$ cat src/rtl/sub64_iter_if.sv
// Operand and result channel of the iterative 64-bit subtractor.
// master drives operands and result acceptance; slave is the subtractor.
interface sub64_iter_if;
    logic        in_valid;
    logic        in_ready;
    logic [63:0] val1;
    logic [63:0] val2;
    logic        out_valid;
    logic        out_ready;
    logic [63:0] valOut;
    logic        borrow;
    logic        overflow;
    logic        zero;
    logic        negative;

    modport master (
        output in_valid, val1, val2, out_ready,
        input  in_ready, out_valid, valOut, borrow, overflow, zero, negative
    );

    modport slave (
        input  in_valid, val1, val2, out_ready,
        output in_ready, out_valid, valOut, borrow, overflow, zero, negative
    );
endinterface

$ cat src/rtl/sub64_iter.sv
// Multi-cycle 64-bit subtractor: val1 + ~val2 + 1, SLICE_W bits per clock, LSB slice first.
// Result and flags are registered on DONE entry and held until the next DONE entry.
module sub64_iter #(
    parameter int SLICE_W = 16
) (
    input  logic         clk,
    input  logic         reset_n,
    sub64_iter_if.slave  bus
);
    localparam int NSLICE = 64 / SLICE_W;
    localparam int KW     = (NSLICE > 1) ? $clog2(NSLICE) : 1;

    typedef enum logic [1:0] {IDLE, RUN, DONE} state_t;

    state_t              state;
    logic [63:0]         a, b, res;
    logic                carry;
    logic [KW-1:0]       k;
    logic                in_ready_r, out_valid_r;
    logic [63:0]         val_out_r;
    logic                borrow_r, overflow_r, zero_r, negative_r;

    logic [5:0]          base;
    logic [SLICE_W-1:0]  a_s, b_s;
    logic [SLICE_W:0]    sum;
    logic [63:0]         res_nxt;
    logic                last;

    always_comb begin
        base    = 6'(int'(k) * SLICE_W);
        a_s     = a[base +: SLICE_W];
        b_s     = b[base +: SLICE_W];
        sum     = {1'b0, a_s} + {1'b0, ~b_s} + {{SLICE_W{1'b0}}, carry};
        // res_nxt includes the slice being computed so the final edge sees the full result
        res_nxt = res;
        res_nxt[base +: SLICE_W] = sum[SLICE_W-1:0];
        last    = (k == KW'(NSLICE - 1));
    end

    always_ff @(posedge clk or negedge reset_n) begin
        if (!reset_n) begin
            state       <= IDLE;
            a           <= '0;
            b           <= '0;
            res         <= '0;
            carry       <= 1'b0;
            k           <= '0;
            in_ready_r  <= 1'b1;
            out_valid_r <= 1'b0;
            val_out_r   <= '0;
            borrow_r    <= 1'b0;
            overflow_r  <= 1'b0;
            zero_r      <= 1'b0;
            negative_r  <= 1'b0;
        end else begin
            case (state)
                IDLE: begin
                    if (bus.in_valid) begin
                        a          <= bus.val1;
                        b          <= bus.val2;
                        res        <= '0;
                        carry      <= 1'b1;
                        k          <= '0;
                        in_ready_r <= 1'b0;
                        state      <= RUN;
                    end
                end
                RUN: begin
                    res   <= res_nxt;
                    carry <= sum[SLICE_W];
                    if (last) begin
                        k           <= '0;
                        state       <= DONE;
                        out_valid_r <= 1'b1;
                        val_out_r   <= res_nxt;
                        borrow_r    <= ~sum[SLICE_W];
                        overflow_r  <= (a[63] != b[63]) && (res_nxt[63] != a[63]);
                        zero_r      <= (res_nxt == '0);
                        negative_r  <= res_nxt[63];
                    end else begin
                        k <= k + 1'b1;
                    end
                end
                DONE: begin
                    if (bus.out_ready) begin
                        out_valid_r <= 1'b0;
                        in_ready_r  <= 1'b1;
                        state       <= IDLE;
                    end
                end
                default: state <= IDLE;
            endcase
        end
    end

    assign bus.in_ready  = in_ready_r;
    assign bus.out_valid = out_valid_r;
    assign bus.valOut    = val_out_r;
    assign bus.borrow    = borrow_r;
    assign bus.overflow  = overflow_r;
    assign bus.zero      = zero_r;
    assign bus.negative  = negative_r;
endmodule
$ cat src/flat_wrapper.sv
// flat-port wrapper written by rule: the top's interface ports become plain ports
module sub64_iter_flat 
#(
    parameter int SLICE_W = 16
)
  (clk, reset_n, bus_in_valid, bus_val1, bus_val2, bus_out_ready, bus_in_ready, bus_out_valid, bus_valOut, bus_borrow, bus_overflow, bus_zero, bus_negative);
  sub64_iter_if bus_i ();
  input  logic clk;
  input  logic reset_n;
  input wire logic [$bits(bus_i.in_valid)-1:0] bus_in_valid;
  input wire logic [$bits(bus_i.val1)-1:0] bus_val1;
  input wire logic [$bits(bus_i.val2)-1:0] bus_val2;
  input wire logic [$bits(bus_i.out_ready)-1:0] bus_out_ready;
  output wire logic [$bits(bus_i.in_ready)-1:0] bus_in_ready;
  output wire logic [$bits(bus_i.out_valid)-1:0] bus_out_valid;
  output wire logic [$bits(bus_i.valOut)-1:0] bus_valOut;
  output wire logic [$bits(bus_i.borrow)-1:0] bus_borrow;
  output wire logic [$bits(bus_i.overflow)-1:0] bus_overflow;
  output wire logic [$bits(bus_i.zero)-1:0] bus_zero;
  output wire logic [$bits(bus_i.negative)-1:0] bus_negative;
  assign bus_i.in_valid = bus_in_valid;
  assign bus_i.val1 = bus_val1;
  assign bus_i.val2 = bus_val2;
  assign bus_i.out_ready = bus_out_ready;
  assign bus_in_ready = bus_i.in_ready;
  assign bus_out_valid = bus_i.out_valid;
  assign bus_valOut = bus_i.valOut;
  assign bus_borrow = bus_i.borrow;
  assign bus_overflow = bus_i.overflow;
  assign bus_zero = bus_i.zero;
  assign bus_negative = bus_i.negative;
  sub64_iter #(.SLICE_W(SLICE_W)) u_core (.clk(clk), .reset_n(reset_n), .bus(bus_i));
endmodule
$ cat config.mk
export PLATFORM = sky130hd
export DESIGN_NAME = sub64_iter_flat
export DESIGN_NICKNAME = d
export VERILOG_FILES = /design/src/rtl/sub64_iter_if.sv /design/src/rtl/sub64_iter.sv /design/src/flat_wrapper.sv
export SDC_FILE = /design/constraint.sdc
export NUM_CORES = 1
export LEC_CHECK = 0
export ABC_AREA = 1
export CAP_MARGIN = 25
export CORE_UTILIZATION = 54
export CTS_CLUSTER_DIAMETER = 40
export DETAILED_ROUTE_END_ITERATION = 16
export GPL_TIMING_DRIVEN = 1
export PLACE_DENSITY = 0.76
export SLEW_MARGIN = 20
export SYNTH_ARGS = -nofsm -noshare
export SYNTH_HDL_FRONTEND = slang
export SYNTH_SLANG_ARGS = --single-unit
export TNS_END_PERCENT = 30
$ cat constraint.sdc
create_clock -name clk -period 7.6 [get_ports clk]
set_input_delay 1.14 -clock clk [delete_from_list [all_inputs] [get_ports clk]]
set_output_delay 1.14 -clock clk [all_outputs]
set_load 0.02 [all_outputs]
==> results of run 1 <==
## area by class of cell
type	instances	area share, %
Sequential cell	266	39.9
Multi-Input combinational cell	1035	34.6
Timing Repair Buffer	213	12.9
Clock buffer	46	5.99
Inverter	116	2.61
Tap cell	319	2.39
Clock inverter	20	1.60
## where the power goes
group / switching [mW] / total [mW] / internal [mW]
logic: 3.32 / 5.13 / 1.81
registers: 0.402 / 2.44 / 2.04
clock network: 0.644 / 1.76 / 1.11
total: 4.36 / 9.33 / 4.96
## kinds of logic (layout without fill, tap and decap cells)
group / count (synthesis) / in the layout / share of synthesized area [%]
compound gates: 195 / 195 / 8.38
xor+xnor: 1 / 1 / 0.0663
fa+ha+maj: 23 / 23 / 2.29
buf+inv: 199 / 395 / 5.98
flops: 266 / 266 / 50.4
mux: 127 / 127 / 10.8
simple gates: 689 / 689 / 22.1
## cell usage after synthesis, drive strengths merged
master / number
ha: 21
and2: 3
or2: 1
o22ai: 32
clkbuf: 52
nand3: 95
o21ai: 118
a32o: 15
a21oi: 29
nor2: 88
mux2: 127
a31oi: 1
inv: 113
fa: 2
nand4: 32
nand2: 468
clkinv: 3
buf: 31
dfstp: 1
nor3: 2
dfrtp: 265
xor2: 1
## critical path, cell delays in order, from the launching register on
cell	delay, ns
dfrtp_1	0.63
inv_1	0.76
buf_4	0.40
a21oi_1	0.07
a32o_1	0.25
fa_1	0.50
fa_1	0.49
xor2_1	0.22
a21oi_1	0.27
nand2_1	0.11
nor2_1	0.11
nand3_1	0.08
nor2_1	0.14
nand3_1	0.09
nor2_1	0.12
nand3_1	0.11
nor2_1	0.11
nand2_1	0.05
nand2_1	0.06
## flip-flops by register name, indices dropped and copies added (netlist names)
signal and cells:
u_core.a 64, u_core.bus.negative 1, u_core.bus.valOut 63, u_core.res 64, u_core.bus.overflow 1, u_core.k 2, u_core.state 2, u_core.bus.out_valid 1
u_core.bus.borrow 1, u_core.bus.zero 1, u_core.carry 1, u_core.bus.in_ready 1, u_core.b 64
## stage by stage
stage | instances | util [%] | power (mW)
4_1_cts | 2014 | 70.2 | 9.20
2_1_floorplan | 1500 | - | 5.90
6_report | 2015 | 70.3 | 9.33
3_3_place_gp | 1947 | 64.7 | 7.25
5_1_grt | 2015 | 70.3 | 9.96
3_5_place_dp | 1948 | 64.8 | 7.39
## layer usage
| metal | vias up | global-route usage, % | wire, um |
|---|---|---|---|
| li1 | 5291 | - | - |
| met1 | 5439 | 40.4 | 15100 |
| met2 | 583 | 48.1 | 17200 |
| met3 | 99 | 5.17 | 2770 |
| met4 | 0 | 12.5 | 1420 |
| met5 | - | 0 | 0 |
## how the worst max path moves through the flow
stage / slack (ns) / end / startpoint / cells after the start
finish: 2.94 / u_core.bus.zero / u_core.k[1] / 18
global route: 2.61 / u_core.bus.zero / u_core.k[1] / 21
CTS: 3.05 / u_core.bus.zero / u_core.k[1] / 20
detailed placement: 3.09 / u_core.bus.zero / u_core.k[1] / 20
global placement: 3.26 / u_core.bus.zero / u_core.k[1] / 20
floorplan: 4.01 / u_core.bus.zero / u_core.k[0] / 21
==> reports/results.txt, run 1 <==
Fill cell count: 1,756
Initial antenna violation count: 0
Syn Inst Count: 1,500
Synthesized cell area: 13,200 um2
Setup Buffers After CTS: 0
Pin count of the biggest net entering global routing: 149
Max-cap violations: 0
CTS clk-pin slew, worst paths: 0.06 ns
P&R area growth vs syn: 26.4%
Layout cell share with drive strength beyond 1: 14.6%
DR vias/cell: 5.66
Final nets: 1,823
Post-Place Setup Slack: 3.09 ns
Worst slew pin tran: 1.00 ns
Minimum clock period: 4.66 ns
Final WS setup: 2.94 ns
Hold wc startpoint: u_core.bus.valOut[51]
Crit Path Max Fanout: 28
Final GP Congestion: 0.942
Worst VDD drop: 0.333 mV
Area post-placement: 15,400 um2
Die area: 25,100 um2
Initial Utilization: 55.6%
Maximum clock frequency: 215 MHz
Hold Crit Class: reg -> reg
Post-DP HPWL: 24,900 um
PwrDens: 559 nW/um2
Mapped Nets: 1,655
Distinct cells, synth: 36
Height of the die: 158 um
Synth Register Bits: 266
CTS HTree Levels: 2
Drt pass-1 iters: 6
# setup viols final: 0
Worst hold endpoint: u_core.bus.valOut[51]
Worst reg2reg path depth: 18
Commonest cells after routing, fill and taps aside: 448 x nand2_1, 264 x dfrtp_1, 200 x clkdlybuf4s50_1, 127 x mux2_2, 112 x o21ai_0
GRT overflow: 0
Register-to-register setup slack: 2.94 ns
Design area: 16,700 um2
Vias: 11.4k
Post-cts sizing count: 0
Antenna diodes: 0
Crit Reg-Reg Endpoint: u_core.bus.zero
Sequential cell area: 6660 um2
LEAKAGE: 7.87 nW
Fin. max-slew vios: 0
Io pins: 202
Vias in the first global route: 11.1k
Synth top area share: 50.2%
First-pass GRT wire length: 58,000 um
Antenna-violating nets left: 0
Area of the multi-input gates: 5780 um2
Cts hold-fix bufs: 0
Status: completed
CTS tree: built
Hold_ws: 0.478 ns
DR iter-0 viols: 1,146
Seq/Total Area, Yosys: 50.4%
Largest area contributor in the netlist: dfrtp_1
Cts bufs inserted: 36
Worst setup SP type: flip-flop
Count of input and output buffers: 201
Slew Limit Headroom: 33.0%
Required @ worst endpoint: 8.05 ns
Ys Warns: 0
RSZ-0062 raised after global routing: false
Endpoint class of the critical path: flip-flop
Remaining DRCs: 0
FF-to-FF Start: u_core.k[1]
Detailed Route WL: 36,500 um
Final Hold Fails: 0
Mean Syn Cell Area: 8.81 um2
Root Buffer: clkbuf_16
Final worst-path cycle share: 61.3%
Gr usage total: 30.0%
WHS Path Cells: 2
CP arrival: 5.10 ns
Placement Rows: 56
CTS max path bufs: 3
Area contributors post-synth: dfrtp_1 50%, nand2_1 13%, mux2_2 11%, o21ai_0 4.2%, nand3_1 3.5%
Setup TNS: 0 ns
Commonest non-fill, non-tap cell in the layout: nand2_1
Setup CP Type: reg -> reg
Placeable core area: 23,800 um2
Sink Count: 266
Die X: 158 um
Worst-case clock skew: 0.0217 ns
Wirelength per Cell: 18.1 um
Worst skew pair latency: 0.52 ns
No activity file was read; power rests on OpenSTA's default activity.
==> run 2, diff against run 1 <==
==> constraint.sdc (replaced) <==
create_clock -name clk -period 4.6 [get_ports clk]
set_input_delay 0.69 -clock clk [delete_from_list [all_inputs] [get_ports clk]]
set_output_delay 0.69 -clock clk [all_outputs]
set_load 0.02 [all_outputs]
==> run 2 against run 1 <==
  * Critical path depth grew 2
  * Core utilization grew 0.67 points
  * Final area grew 0.95%
  * Via count shrank 0.23%
  * Routed wire length shrank 0.22%
  * First-iteration DRC count shrank 6.0%
  * Cell count grew 0.69%
  * Clock skew shrank 0.0041 ns
  * Global-route usage grew 0.16 points
  * Largest cell class unchanged
==> reports/results.txt, run 2 (synthesis gave the netlist of run 1 again) <==
Max-cap violations: 0 (unchanged)
Worst VDD drop: 0.445 mV (+34%)
CTS tree: built
CTS HTree Levels: 2 (unchanged)
Worst slew pin tran: 0.990 ns (-0.0148 ns)
Vias in the first global route: 11.2k (+0.88%)
Worst skew pair latency: 0.52 ns (about the same)
Detailed Route WL: 36,400 um (-0.22%)
P_int: 8.40 mW (+69%)
Setup TNS: 0 ns (unchanged)
Crit Reg-Reg Endpoint: u_core.bus.zero
Fill cell count: 1,792 (+2.1%)
LEAKAGE: 7.97 nW (+1.4%)
CTS clk-pin slew, worst paths: 0.06 ns (about the same)
Cts bufs inserted: 40 (+11%)
Commonest non-fill, non-tap cell in the layout: nand2_1
Post-DP HPWL: 25,000 um (+0.50%)
Sink Count: 266 (unchanged)
Slowest stage delay, CP: 0.55 ns (-0.21 ns)
Area post-placement: 15,400 um2 (+0.28%)
Status: completed
Slowest CP cell: dfrtp_2
Largest registers: u_core.a x64, u_core.b x64, u_core.res x64
Height of the die: 158 um (unchanged)
Io pins: 202 (unchanged)
Hold Crit Class: in -> async
Setup CP Type: reg -> reg
DR vias/cell: 5.61 (-0.92%)
Cts hold-fix bufs: 0 (unchanged)
Post-Place Setup Slack: 0.910 ns (-2.18 ns)
Required @ worst endpoint: 5.06 ns (-2.99 ns)
Final WS setup: 0.814 ns (-2.13 ns)
Psw: 7.22 mW (+66%)
Cell Chain, Critical Path: buf_4 -> nand2_1 -> a32o_1 -> fa_1 -> fa_1 -> nand3_1 -> nand2_1 -> nand3_1 -> nand3_1 -> nand2_1 -> nand2_1 -> nand2_1 -> nand2_1 -> nor2_1 -> nand3_1 -> nor2_1 -> nand2_1 -> nor2_1 -> nand2_1 -> nand2_1
Initial Utilization: 55.6% (unchanged)
DR iter-0 viols: 1,077 (-6.0%)
Switching part of the total: 46.2% (-0.56 points)
First-pass GRT wire length: 58,300 um (+0.51%)
Worst-case clock skew: 0.0176 ns (-0.00410 ns)
RSZ-0062 raised after global routing: false
Placement Rows: 56 (unchanged)
Placeable core area: 23,800 um2 (unchanged)
Final worst-path cycle share: 82.3% (+21 points)
Final Hold Fails: 0 (unchanged)
CP arrival: 4.24 ns (-0.86 ns)
Minimum clock period: 3.79 ns (-0.873 ns)
Setup Buffers After CTS: 0 (unchanged)
# setup viols final: 0 (unchanged)
Worst reg2reg path depth: 20 (+2)
Worst setup SP type: flip-flop
Commonest cells after routing, fill and taps aside: 448 x nand2_1, 264 x dfrtp_1, 200 x clkdlybuf4s50_1, 127 x mux2_2, 112 x o21ai_0
FF-to-FF Start: u_core.k[0]
P&R area growth vs syn: 27.6%
Critical Path Sink: u_core.bus.zero
Slew Limit Headroom: 34.0% (+0.99 points)
Root Buffer: clkbuf_16
Initial antenna violation count: 0 (unchanged)
Final nets: 1,835 (+0.66%)
Layout cell share with drive strength beyond 1: 15.4% (+0.82 points)
Die X: 158 um (unchanged)
Pin count of the biggest net entering global routing: 175 (+17%)
Most used cell, CP: nand2_1
GRT overflow: 0 (unchanged)
Stages on worst setup path: 20 (+2)
Remaining DRCs: 0 (unchanged)
Combinational cell fraction of total power: 54.3% (-0.7 points)
Fin. max-slew vios: 0 (unchanged)
Gr usage total: 30.2% (+0.16 points)
Total Power: 15.6 mW (+68%)
CTS max path bufs: 3 (unchanged)
Count of input and output buffers: 201 (unchanged)
Design area: 16,900 um2 (+0.95%)
Worst setup path startpoint: u_core.k[0]
Final GP Congestion: 0.903 (-4.1%)
Drt pass-1 iters: 8 (+2)
Finished Layout Cells: 2,029 (+0.69%)
Vias: 11.4k (-0.23%)
Register-to-register setup slack: 0.81 ns (-2.13 ns)
Endpoint class of the critical path: flip-flop
Die area: 25,100 um2 (unchanged)
Antenna-violating nets left: 0 (unchanged)
Crit Path Max Fanout: 19 (-32%)
Top delay family on crit path: simple AND/OR/NAND/NOR gates
Placed insts: 1,957 (+0.46%)
Buf+Inv Stages, Crit Path: 1 (-1)
Antenna diodes: 0 (unchanged)
Maximum clock frequency: 264 MHz (+23%)
Clock power frac: 20.3% (+1.5 points)
PwrDens: 927 nW/um2 (+66%)
Wirelength per Cell: 17.9 um (-0.91%)
Sequential Power Share: 25.4% (-0.8 points)
Post-cts sizing count: 0 (unchanged)
-- run 2: final cells by class --
| type | instances | area, um2 | share of cell area [%] |
|---|---|---|---|
| clock buffer | 47 | 1080 | 6.40 |
| sequential | 266 | 6660 | 39.5 |
| multi-input combinational | 1035 | 5770 | 34.2 |
| timing repair buffer | 221 | 2180 | 12.9 |
| clock inverter | 25 | 333 | 1.97 |
| inverter | 116 | 435 | 2.58 |
| tap | 319 | 399 | 2.37 |
-- run 2: routing by layer --
layer / GRT usage (%) / vias to the layer above / wire, um
met5: 0 / - / 0
met4: 11.9 / 0 / 1250
met3: 4.90 / 104 / 2650
met2: 50.4 / 520 / 17600
met1: 39.4 / 5449 / 14900
li1: - / 5313 / -
-- run 2: worst min path at each step --
| stage | from | to | slack [ns] |
|---|---|---|---|
| finish | reset_n | u_core.bus.valOut[6] | 0.26 |
| global route | reset_n | u_core.bus.valOut[6] | 0.32 |
| CTS | reset_n | u_core.bus.valOut[6] | 0.30 |
| detailed placement | u_core.bus.valOut[19] | u_core.bus.valOut[19] | 0.47 |
| global placement | u_core.bus.valOut[36] | u_core.bus.valOut[36] | 0.46 |
| floorplan | reset_n | u_core.a[0] | 0.39 |
-- run 2: power groups by stage --
stage	registers [mW]	logic (mW)	clock network [mW]
after floorplan	4.00	5.75	0
after CTS	3.95	8.37	3.21
after detailed placement	3.96	8.28	0
after global routing	4.07	9.32	3.32
final	3.97	8.48	3.18
after global placement	3.93	8.14	0
-- run 2: per-stage QoR --
| stage | util (%) | hold WS (ns) |
|---|---|---|
| floorplan | - | 0.394 |
| global placement | 65.0 | 0.465 |
| detailed placement | 65.0 | 0.472 |
| CTS | 71.0 | 0.300 |
| global route | 71.0 | 0.319 |
| finish | 71.0 | 0.255 |
==> run 3, diff against run 2 <==
--- a/config.mk
+++ b/config.mk
@@ -7,11 +7,11 @@
 export LEC_CHECK = 0
 export ABC_AREA = 1
 export CAP_MARGIN = 25
-export CORE_UTILIZATION = 54
+export CORE_UTILIZATION = 49
 export CTS_CLUSTER_DIAMETER = 40
 export DETAILED_ROUTE_END_ITERATION = 16
 export GPL_TIMING_DRIVEN = 1
-export PLACE_DENSITY = 0.76
+export PLACE_DENSITY = 0.72
 export SLEW_MARGIN = 20
 export SYNTH_ARGS = -nofsm -noshare
 export SYNTH_HDL_FRONTEND = slang
==> constraint.sdc (replaced) <==
create_clock -name clk -period 3.3 [get_ports clk]
set_input_delay 0.495 -clock clk [delete_from_list [all_inputs] [get_ports clk]]
set_output_delay 0.495 -clock clk [all_outputs]
set_load 0.02 [all_outputs]
==> run 3 against run 2 <==
  * The run now ends with DRC, hold timing left
  * Core utilization decreased by 5.2 points
  * Combinational power increased by 50%
  * Routed wire length increased by 4.3%
  * First-iteration DRC count decreased by 12%
  * Fmax increased by 20%
  * Clock skew increased by 0.0074 ns
  * Setup slack got worse by 0.68 ns
  * Sequential share of layout area decreased by 1.0 points
  * Worst hold slack got worse by 0.27 ns
  * Cell count increased by 3.4%
  * Non-clock buffer count increased by 56
  * Sequential cell count unchanged
  * Critical endpoint unchanged
  * Largest power group unchanged
==> reports/results.txt, run 3 (synthesis gave the netlist of run 1 again) <==
Height of the die: 166 um (+4.9%)
Initial Utilization: 50.3% (-5.3 points)
DR iter-0 viols: 946 (-12%)
Final nets: 1,889 (+2.9%)
Setup TNS: 0 ns (unchanged)
Final worst-path cycle share: 96.0% (+14 points)
Placement Rows: 59 (+5.4%)
Commonest cells after routing, fill and taps aside: 448 x nand2_1, 264 x dfrtp_1, 200 x clkdlybuf4s50_1, 127 x mux2_2, 111 x o21ai_0
Pin count of the biggest net entering global routing: 100 (-43%)
Placeable core area: 26,300 um2 (+11%)
Maximum clock frequency: 316 MHz (+20%)
Post-Place Setup Slack: 0.139 ns (-0.772 ns)
CTS max path bufs: 3 (unchanged)
Violated checks: DRC, hold timing
PwrDens: 1290 nW/um2 (+39%)
P&R area growth vs syn: 30.9%
Cts bufs inserted: 38 (-5.0%)
Layout cell share with drive strength beyond 1: 18.5% (+3.1 points)
Die area: 27,600 um2 (+10%)
Worst-case clock skew: 0.0250 ns (+0.00745 ns)
Final WS setup: 0.132 ns (-0.682 ns)
Worst setup SP type: flip-flop
LEAKAGE: 8.21 nW (+3.0%)
Hold Crit Class: in -> async
Max-cap violations: 0 (unchanged)
Remaining DRCs: 14 (+14)
Required @ worst endpoint: 3.76 ns (-1.30 ns)
Gr usage total: 27.9% (-2.2 points)
Status: finished with violations
Final GP Congestion: 0.931 (+3.1%)
Worst skew pair latency: 0.53 ns (about the same)
# setup viols final: 0 (unchanged)
Crit Path Max Fanout: 34 (+15)
Drt pass-1 iters: 11 (+3)
Sink Count: 266 (unchanged)
Worst slew pin tran: 0.751 ns (-0.239 ns)
First-pass GRT wire length: 61,300 um (+5.2%)
Worst VDD drop: 0.671 mV (+51%)
Vias in the first global route: 11.7k (+4.2%)
Fin. max-slew vios: 0 (unchanged)
Slew Limit Headroom: 49.9% (+16 points)
Detailed Route WL: 37,900 um (+4.3%)
Io pins: 202 (unchanged)
Die X: 166 um (+4.9%)
CTS clk-pin slew, worst paths: 0.06 ns (about the same)
Largest registers: u_core.a x64, u_core.b x64, u_core.res x64
Hold_ws: -0.0161 ns (-0.271 ns)
Post-DP HPWL: 27,200 um (+8.6%)
RSZ-0062 raised after global routing: true
Endpoint class of the critical path: flip-flop
Commonest non-fill, non-tap cell in the layout: nand2_1
Wirelength per Cell: 18.1 um (+0.85%)
DR vias/cell: 5.46 (-2.7%)
Count of input and output buffers: 201 (unchanged)
Initial antenna violation count: 1 (+1)
Cts hold-fix bufs: 0 (unchanged)
CP arrival: 3.63 ns (-0.61 ns)
Minimum clock period: 3.17 ns (-0.618 ns)
Final Hold Fails: 28 (+28)
Antenna-violating nets left: 0 (unchanged)
GRT overflow: 0 (unchanged)
CTS tree: built
Vias: 11.5k (+0.63%)
CTS HTree Levels: 2 (unchanged)
Setup CP Type: reg -> reg
Root Buffer: clkbuf_16
==> run 3: layout make-up <==
cell class                 count  area, um2
antenna                        1       2.50
tap                          335        419
clock buffer                  44        993
timing repair buffer         277       2710
multi-input combinational   1035       5800
fill                        2152       8990
sequential                   266       6660
clock inverter                24        272
inverter                     116        442
==> run 3: final timing paths <==
path | start | to | cells after the start | slack, ns
setup / recovery | u_core.k[0] | u_core.bus.zero | 17 | 0.13
hold / removal | reset_n | u_core.bus.valOut[36] | 1 | -0.02
setup reg to reg | u_core.k[0] | u_core.bus.zero | 17 | 0.13
hold reg to reg | u_core.bus.valOut[15] | u_core.bus.valOut[15] | 2 | 0.48
max in group asynchronous | reset_n | u_core.a[55] | 2 | 2.46
min in group clk | u_core.bus.valOut[15] | u_core.bus.valOut[15] | 2 | 0.48
==> run 3: metrics by stage <==
| step | instance area (um2) | power [mW] | hold WS (ns) | utilization (%) | cells |
|---|---|---|---|---|---|
| after floorplan | 13200 | 13.6 | 0.199 | - | 1500 |
| after global placement | 16000 | 17.7 | 0.464 | 60.8 | 2026 |
| after detailed placement | 16000 | 18.0 | 0.471 | 60.8 | 2026 |
| after CTS | 17200 | 22.1 | 0.000646 | 65.6 | 2094 |
| after global routing | 17300 | 23.9 | 0.0366 | 65.8 | 2097 |
| final | 17300 | 22.3 | -0.0161 | 65.8 | 2098 |
==> run 3: metal layers <==
metal / GRT usage (%) / vias up / wire, um
li1: - / 5427 / -
met1: 36.6 / 5518 / 16100
met2: 46.2 / 427 / 18000
met3: 4.96 / 86 / 2590
met4: 10.9 / 0 / 1220
met5: 0 / - / 0
==> run 3: worst max-delay path, cell delays in order (launching register included) <==
cell and delay [ns]:
dfrtp_2 0.44, buf_4 0.15, buf_4 0.16, buf_4 0.27
ha_1 0.39, nand2_1 0.35, clkinvlp_4 0.37, nand4_1 0.21
nand2_1 0.06, inv_1 0.09, nand2_1 0.07, nor2_2 0.08
nand2_1 0.05, nor2_1 0.09, nand3_1 0.10, nor2_1 0.09
nand2_1 0.05, nand2_1 0.05
==> run 3: what timing repair did <==
item,CTS,global route
setup buffers,0,3
resized for setup,0,15
setup endpoints to repair,0,2
==> run 3: power breakdown <==
group	internal, mW	leakage [nW]	switching [mW]
clock network	2.45	0.614	1.56
logic	4.87	4.21	7.86
registers	4.71	3.39	0.809
